===== src/rtl/alarm_time_sequencer_if.sv =====
// Status/control bundle between the alarm clock control unit and the time sequencer.
// slave = sequencer side, master = control unit / stimulus side.
interface alarm_time_sequencer_if;
  logic       Tick_1s;
  logic       Mode;
  logic       Inc;
  logic       Alarm_En;
  logic       EN_SNZ;
  logic       EN_STOP;
  logic [4:0] Hours;
  logic [5:0] Minutes;
  logic [5:0] Seconds;
  logic [4:0] Alarm_H;
  logic [5:0] Alarm_M;
  logic [2:0] Set_State;
  logic       AA;
  logic       C0;
  logic       CS0;

  modport slave (
    input  Tick_1s, Mode, Inc, Alarm_En, EN_SNZ, EN_STOP,
    output Hours, Minutes, Seconds, Alarm_H, Alarm_M, Set_State, AA, C0, CS0
  );

  modport master (
    output Tick_1s, Mode, Inc, Alarm_En, EN_SNZ, EN_STOP,
    input  Hours, Minutes, Seconds, Alarm_H, Alarm_M, Set_State, AA, C0, CS0
  );
endinterface


===== src/rtl/alarm_time_sequencer.sv =====
// Time-of-day / alarm registers, set-mode FSM, snooze and ring-timeout counters.
// All outputs registered, 1 Clk from input; no backpressure (pulse/level inputs only).
module alarm_time_sequencer #(
  parameter int unsigned SNOOZE_SEC  = 300,
  parameter int unsigned RING_SEC    = 60,
  parameter int unsigned ALARM_RST_H = 6
) (
  input  logic                  Clk,
  input  logic                  Reset,
  alarm_time_sequencer_if.slave bus
);

  localparam logic [2:0]  RUN    = 3'd0;
  localparam logic [2:0]  SET_TH = 3'd1;
  localparam logic [2:0]  SET_TM = 3'd2;
  localparam logic [2:0]  SET_AH = 3'd3;
  localparam logic [2:0]  SET_AM = 3'd4;

  localparam logic [15:0] SNZ_LD = 16'(SNOOZE_SEC);
  localparam logic [7:0]  RNG_LD = 8'(RING_SEC);
  localparam logic [4:0]  AH_RST = 5'(ALARM_RST_H);

  logic [2:0]  state_q, state_d;
  logic [4:0]  hr_q, hr_d;
  logic [5:0]  min_q, min_d;
  logic [5:0]  sec_q, sec_d;
  logic [4:0]  al_h_q, al_h_d;
  logic [5:0]  al_m_q, al_m_d;
  logic        aa_q, aa_d;
  logic [15:0] snz_cnt_q, snz_cnt_d;
  logic        c0_q, c0_d;
  logic [7:0]  ring_cnt_q, ring_cnt_d;
  logic        cs0_q, cs0_d;

  logic        time_run;
  logic        in_run;
  logic        inc_th, inc_tm, inc_ah, inc_am;
  logic        clr_sec;

  // FSM state register
  always_ff @(posedge Clk) begin
    if (Reset) begin
      state_q <= RUN;
    end else begin
      state_q <= state_d;
    end
  end

  // FSM next state; unused codes fall back to RUN
  always_comb begin
    state_d = state_q;
    case (state_q)
      RUN:     if (bus.Mode) state_d = SET_TH;
      SET_TH:  if (bus.Mode) state_d = SET_TM;
      SET_TM:  if (bus.Mode) state_d = SET_AH;
      SET_AH:  if (bus.Mode) state_d = SET_AM;
      SET_AM:  if (bus.Mode) state_d = RUN;
      default: state_d = RUN;
    endcase
  end

  // FSM output decode; Mode takes precedence over Inc
  always_comb begin
    in_run   = (state_q == RUN);
    time_run = (state_q == RUN) || (state_q == SET_AH) || (state_q == SET_AM);
    inc_th   = bus.Inc && !bus.Mode && (state_q == SET_TH);
    inc_tm   = bus.Inc && !bus.Mode && (state_q == SET_TM);
    inc_ah   = bus.Inc && !bus.Mode && (state_q == SET_AH);
    inc_am   = bus.Inc && !bus.Mode && (state_q == SET_AM);
    clr_sec  = bus.Mode && (state_q == SET_TM);
  end

  // Time-of-day and alarm datapath
  always_comb begin
    hr_d   = hr_q;
    min_d  = min_q;
    sec_d  = sec_q;
    al_h_d = al_h_q;
    al_m_d = al_m_q;

    if (bus.Tick_1s && time_run) begin
      if (sec_q == 6'd59) begin
        sec_d = 6'd0;
        if (min_q == 6'd59) begin
          min_d = 6'd0;
          hr_d  = (hr_q == 5'd23) ? 5'd0 : hr_q + 5'd1;
        end else begin
          min_d = min_q + 6'd1;
        end
      end else begin
        sec_d = sec_q + 6'd1;
      end
    end

    // Set-field increments never carry into the neighbouring field
    if (inc_th) hr_d   = (hr_q == 5'd23)   ? 5'd0 : hr_q + 5'd1;
    if (inc_tm) min_d  = (min_q == 6'd59)  ? 6'd0 : min_q + 6'd1;
    if (inc_ah) al_h_d = (al_h_q == 5'd23) ? 5'd0 : al_h_q + 5'd1;
    if (inc_am) al_m_d = (al_m_q == 6'd59) ? 6'd0 : al_m_q + 6'd1;
    if (clr_sec) sec_d = 6'd0;

    // Only the tick landing on hh:mm:00 fires, so the pulse cannot repeat within the minute
    aa_d = bus.Tick_1s && in_run && bus.Alarm_En &&
           (hr_d == al_h_q) && (min_d == al_m_q) && (sec_d == 6'd0);
  end

  // Snooze and ring-timeout countdowns, saturating at zero
  always_comb begin
    snz_cnt_d  = SNZ_LD;
    ring_cnt_d = RNG_LD;
    if (bus.EN_SNZ) begin
      snz_cnt_d = (bus.Tick_1s && snz_cnt_q != 16'd0) ? snz_cnt_q - 16'd1 : snz_cnt_q;
    end
    if (bus.EN_STOP) begin
      ring_cnt_d = (bus.Tick_1s && ring_cnt_q != 8'd0) ? ring_cnt_q - 8'd1 : ring_cnt_q;
    end
    c0_d  = bus.EN_SNZ  && (snz_cnt_d == 16'd0);
    cs0_d = bus.EN_STOP && (ring_cnt_d == 8'd0);
  end

  always_ff @(posedge Clk) begin
    if (Reset) begin
      hr_q       <= 5'd0;
      min_q      <= 6'd0;
      sec_q      <= 6'd0;
      al_h_q     <= AH_RST;
      al_m_q     <= 6'd0;
      aa_q       <= 1'b0;
      snz_cnt_q  <= SNZ_LD;
      c0_q       <= 1'b0;
      ring_cnt_q <= RNG_LD;
      cs0_q      <= 1'b0;
    end else begin
      hr_q       <= hr_d;
      min_q      <= min_d;
      sec_q      <= sec_d;
      al_h_q     <= al_h_d;
      al_m_q     <= al_m_d;
      aa_q       <= aa_d;
      snz_cnt_q  <= snz_cnt_d;
      c0_q       <= c0_d;
      ring_cnt_q <= ring_cnt_d;
      cs0_q      <= cs0_d;
    end
  end

  assign bus.Hours     = hr_q;
  assign bus.Minutes   = min_q;
  assign bus.Seconds   = sec_q;
  assign bus.Alarm_H   = al_h_q;
  assign bus.Alarm_M   = al_m_q;
  assign bus.Set_State = state_q;
  assign bus.AA        = aa_q;
  assign bus.C0        = c0_q;
  assign bus.CS0       = cs0_q;

endmodule


===== src/flat_wrapper.sv =====
// flat-port wrapper written by rule: the top's interface ports become plain ports
module alarm_time_sequencer_flat 
#(
  parameter int unsigned SNOOZE_SEC  = 300,
  parameter int unsigned RING_SEC    = 60,
  parameter int unsigned ALARM_RST_H = 6
)
  (Clk, Reset, bus_Tick_1s, bus_Mode, bus_Inc, bus_Alarm_En, bus_EN_SNZ, bus_EN_STOP, bus_Hours, bus_Minutes, bus_Seconds, bus_Alarm_H, bus_Alarm_M, bus_Set_State, bus_AA, bus_C0, bus_CS0);
  alarm_time_sequencer_if bus_i ();
  input  logic Clk;
  input  logic Reset;
  input wire logic [$bits(bus_i.Tick_1s)-1:0] bus_Tick_1s;
  input wire logic [$bits(bus_i.Mode)-1:0] bus_Mode;
  input wire logic [$bits(bus_i.Inc)-1:0] bus_Inc;
  input wire logic [$bits(bus_i.Alarm_En)-1:0] bus_Alarm_En;
  input wire logic [$bits(bus_i.EN_SNZ)-1:0] bus_EN_SNZ;
  input wire logic [$bits(bus_i.EN_STOP)-1:0] bus_EN_STOP;
  output wire logic [$bits(bus_i.Hours)-1:0] bus_Hours;
  output wire logic [$bits(bus_i.Minutes)-1:0] bus_Minutes;
  output wire logic [$bits(bus_i.Seconds)-1:0] bus_Seconds;
  output wire logic [$bits(bus_i.Alarm_H)-1:0] bus_Alarm_H;
  output wire logic [$bits(bus_i.Alarm_M)-1:0] bus_Alarm_M;
  output wire logic [$bits(bus_i.Set_State)-1:0] bus_Set_State;
  output wire logic [$bits(bus_i.AA)-1:0] bus_AA;
  output wire logic [$bits(bus_i.C0)-1:0] bus_C0;
  output wire logic [$bits(bus_i.CS0)-1:0] bus_CS0;
  assign bus_i.Tick_1s = bus_Tick_1s;
  assign bus_i.Mode = bus_Mode;
  assign bus_i.Inc = bus_Inc;
  assign bus_i.Alarm_En = bus_Alarm_En;
  assign bus_i.EN_SNZ = bus_EN_SNZ;
  assign bus_i.EN_STOP = bus_EN_STOP;
  assign bus_Hours = bus_i.Hours;
  assign bus_Minutes = bus_i.Minutes;
  assign bus_Seconds = bus_i.Seconds;
  assign bus_Alarm_H = bus_i.Alarm_H;
  assign bus_Alarm_M = bus_i.Alarm_M;
  assign bus_Set_State = bus_i.Set_State;
  assign bus_AA = bus_i.AA;
  assign bus_C0 = bus_i.C0;
  assign bus_CS0 = bus_i.CS0;
  alarm_time_sequencer #(.SNOOZE_SEC(SNOOZE_SEC), .RING_SEC(RING_SEC), .ALARM_RST_H(ALARM_RST_H)) u_core (.Clk(Clk), .Reset(Reset), .bus(bus_i));
endmodule

===== config.mk =====
export PLATFORM = sky130hd
export DESIGN_NAME = alarm_time_sequencer_flat
export DESIGN_NICKNAME = d
export VERILOG_FILES = /design/src/rtl/alarm_time_sequencer_if.sv /design/src/rtl/alarm_time_sequencer.sv /design/src/flat_wrapper.sv
export SDC_FILE = /design/constraint.sdc
export NUM_CORES = 1
export LEC_CHECK = 0
export BUFFER_PORTS_ARGS = -buffer_cell sky130_fd_sc_hd__buf_2
export CORE_ASPECT_RATIO = 0.75
export CORE_MARGIN = 3
export CORE_UTILIZATION = 25
export CTS_CLUSTER_DIAMETER = 40
export CTS_CLUSTER_SIZE = 24
export DETAILED_ROUTE_END_ITERATION = 10
export SETUP_SLACK_MARGIN = 0.05
export SYNTH_ARGS = -nofsm -noshare
export SYNTH_HDL_FRONTEND = slang
export SYNTH_SLANG_ARGS = --single-unit

===== constraint.sdc =====
create_clock -name Clk -period 6.75 [get_ports Clk]
set_input_delay 0.675 -clock Clk [delete_from_list [all_inputs] [get_ports Clk]]
set_output_delay 0.675 -clock Clk [all_outputs]
set_load 0.01 [all_outputs]

==> impl_metrics.ini <==
[pwr]
seqPwrFrac_pct = 41.4
power_density_mw_per_mm2 = 214.4
p_comb_share_pct = 7.8
clock_power_share_pct = 50.8
vdd_drop_max_uv = 114.2
p_leak_uw = 0.001592
intPower_uw = 668.0
p_sw_uw = 207.2
swShare_pct = 23.68

[placed_design]
gp_congestion = 0.9173
port_buffers = 41
hpwl_um = 6585

[layout]
finish.utilization_pct = 30.82
synthToLayoutAreaGrowth_pct = 18.19
antenna_cells = 0
fin_nets = 472
drive_above_1_share_pct = 16.56

[routing]
dr_total_vias = 3190
avgRoutedWirePerCell_um = 14.22
via_per_inst = 5.063
totalWireLength_um = 8957
dr.first_iter.drc_count = 257
route.antenna.remaining_nets = 0
drc = 0
drt-pass1-iter-count = 5

[timing]
drv_slew = 0
worstMarginPinSlew_ns = 0.9317
fin_crit_sh_pct = 42.05
finalClockSkew_ns = 0.007879
rsz0062_at_grt = false
finalSetupTns_ns = 0
fmaxAchievable_mhz = 352.3
setup_viol = 0
relSlewSlack_pct = 37.01
period_needed_ns = 2.839
finalHoldViolCount = 0

[floorplan]
die_area_mm2 = 0.01527
start_util_pct = 26.08
dieWidth_um = 141.7
core_mm2 = 0.01324
ioPinCount = 42
die_y_um = 107.8
num_rows = 36

[global_route]
grt_pass1_vias = 2876
top_usage_layer = met1
grt_pass1_wl_um = 14830
use_met3_pct = 3.996
overflow = 0
grt_use_total_pct = 12.16
grt_max_degree = 27
antenna_found_initial = 0
use_met2_pct = 16.88
use_met1_pct = 17.50

[setup_path]
timing.rr.end = u_core.bus.AA
r2r-start = u_core.bus.Set_State[0]
cp_max_fo = 14
critPathLaunchType = flip-flop
cp.arrival_ns = 3.09
rr_worst_depth = 7
cp.required_ns = 7.00
end_kind = flip-flop
rrSetupSlack_ns = 3.91
critical_path_class = reg -> reg

[worst_hold_path]
holdPathEnd = u_core.bus.Minutes[1]
hp-class = reg -> reg
min_from = u_core.bus.Minutes[1]
worstHoldPathCells = 2

[cts]
cts_root_buf = clkbuf_16
htree_levels = 3
ctsResizeCount = 0
clk_latency_ns = 0.33
numCtsBuffers = 9
cts_tree = done
clk_path_buf_depth = 2
postCtsSetupBuffers = 0
path_clk_slew_ns = 0.05
clock-sinks = 58
postCtsHoldBufs = 0

[status]
run_status = finished clean

[synthesis]
syn-num-nets = 436
yosysMostFrequentCell = dfxtp_1
synth_warnings = 0
yosysSeqAreaShare_pct = 33.62
synth-main-ff-cell = dfxtp_1
synthTopCellsByArea = dfxtp_1 34%, nor2_1 5.5%, xnor2_1 5.1%, a21oi_1 3.6%, xor2_1 3.6%
synth_commonest_cells = 58 x dfxtp_1, 51 x nor2_1, 32 x nand2_1, 25 x a21oi_1, 20 x xnor2_1
synthArstFlopShare_pct = 0
ys_types = 69
netlist_instances = 419
synth_seq_cells = 58
synth_top_area_share_pct = 33.62
syn_area_mm2 = 0.003453
synth_edf_count = 0
synth_top_area_cell = dfxtp_1
syn_area_per_cell_um2 = 8.242

[run]
drv_cap = 0
-- flip-flops by register name, indices dropped and copies added, names as in the netlist --
register and count:
u_core.snz_cnt_q 16, u_core.ring_cnt_q 8, u_core.bus.Alarm_M 6, u_core.bus.Minutes 6
u_core.bus.Seconds 6, u_core.bus.Alarm_H 5, u_core.bus.Hours 5, u_core.bus.Set_State 3
u_core.bus.AA 1, u_core.bus.C0 1, u_core.bus.CS0 1
-- how the worst max path moves through the flow --
stage | from | endpoint | slack (ns) | cells after the start
final | u_core.bus.Set_State[0] | u_core.bus.AA | 3.91 | 7
after global routing | u_core.bus.Set_State[0] | u_core.bus.AA | 3.70 | 7
after CTS | u_core.bus.Set_State[0] | u_core.bus.AA | 3.91 | 7
after detailed placement | bus_Tick_1s | u_core.bus.AA | 3.76 | 8
after floorplan | bus_Tick_1s | u_core.bus.AA | 4.07 | 8
after global placement | bus_Tick_1s | u_core.bus.AA | 3.81 | 8
-- critical path, stage by stage, from the launching register on --
cell,delay (ns)
dfxtp_1,0.67
and3b_2,0.31
o2111ai_2,0.31
o21ai_2,0.36
mux2i_1,0.32
xnor2_1,0.12
a2111o_1,0.40
nor4_2,0.25
-- power groups by stage --
stage / Clock [uW] / Combinational (uW) / Sequential, uW
floorplan: 0 / 52.5 / 364
global placement: 0 / 66.3 / 368
detailed placement: 0 / 67.6 / 369
CTS: 460 / 68.0 / 362
global route: 476 / 76.8 / 363
finish: 445 / 68.2 / 362
-- cells by family (layout without fill, tap and decap cells) --
kind of cell    count (synthesis)  count (layout)  share of synthesized area (%)
simple gates                  203             203                          31.78
flops                          58              58                          33.62
mux                            10              10                          3.370
xor+xnor                       34              34                          8.623
buf+inv                        28              68                          3.659
fa+ha+maj                       9               9                          3.261
compound gates                 77              77                          15.69
-- per-layer routing --
layer  vias up  routed length (um)
li1       1591                   -
met1      1493                4565
met2        97                3684
met3         9                 602
met4         0                 105
met5         -                   0
-- layout by cell type (no fill, tap or decap), types with 9 or more instances in the layout --
| cell type | n |
|---|---|
| xor2_1 | 14 |
| ha_1 | 9 |
| and2_1 | 12 |
| xnor2_1 | 20 |
| nor3_1 | 17 |
| clkbuf_16 | 9 |
| dfxtp_1 | 58 |
| nor2_1 | 51 |
| buf_2 | 41 |
| a21oi_1 | 25 |
| nand4_1 | 9 |
| nor4_1 | 9 |
| o21ai_0 | 12 |
| nand2_1 | 32 |
| nand3_1 | 16 |
| inv_1 | 11 |
-- area by class of cell --
| type | count | area (um^2) |
|---|---|---|
| Clock inverter | 3 | 40.04 |
| Fill cell | 1416 | 9161 |
| Clock buffer | 12 | 246.5 |
| Timing Repair Buffer | 42 | 212.7 |
| Multi-Input combinational cell | 333 | 2166 |
| Sequential cell | 58 | 1161 |
| Inverter | 11 | 41.29 |
| Tap cell | 171 | 214.0 |
-- through the flow --
| stage | total power [uW] | hold slack [ns] | instances | setup WS, ns | area (um^2) |
|---|---|---|---|---|---|
| floorplan | 416.8 | 0.4879 | 419 | 4.067 | 3453 |
| global placement | 434.5 | 0.5120 | 615 | 3.814 | 3795 |
| CTS | 889.9 | 0.5327 | 630 | 3.911 | 4081 |
| global route | 916.3 | 0.5694 | 630 | 3.698 | 4081 |
| finish | 875.2 | 0.5301 | 630 | 3.911 | 4081 |
| detailed placement | 436.5 | 0.5247 | 615 | 3.755 | 3795 |
Note: power is estimated with default switching activity, not from simulation.
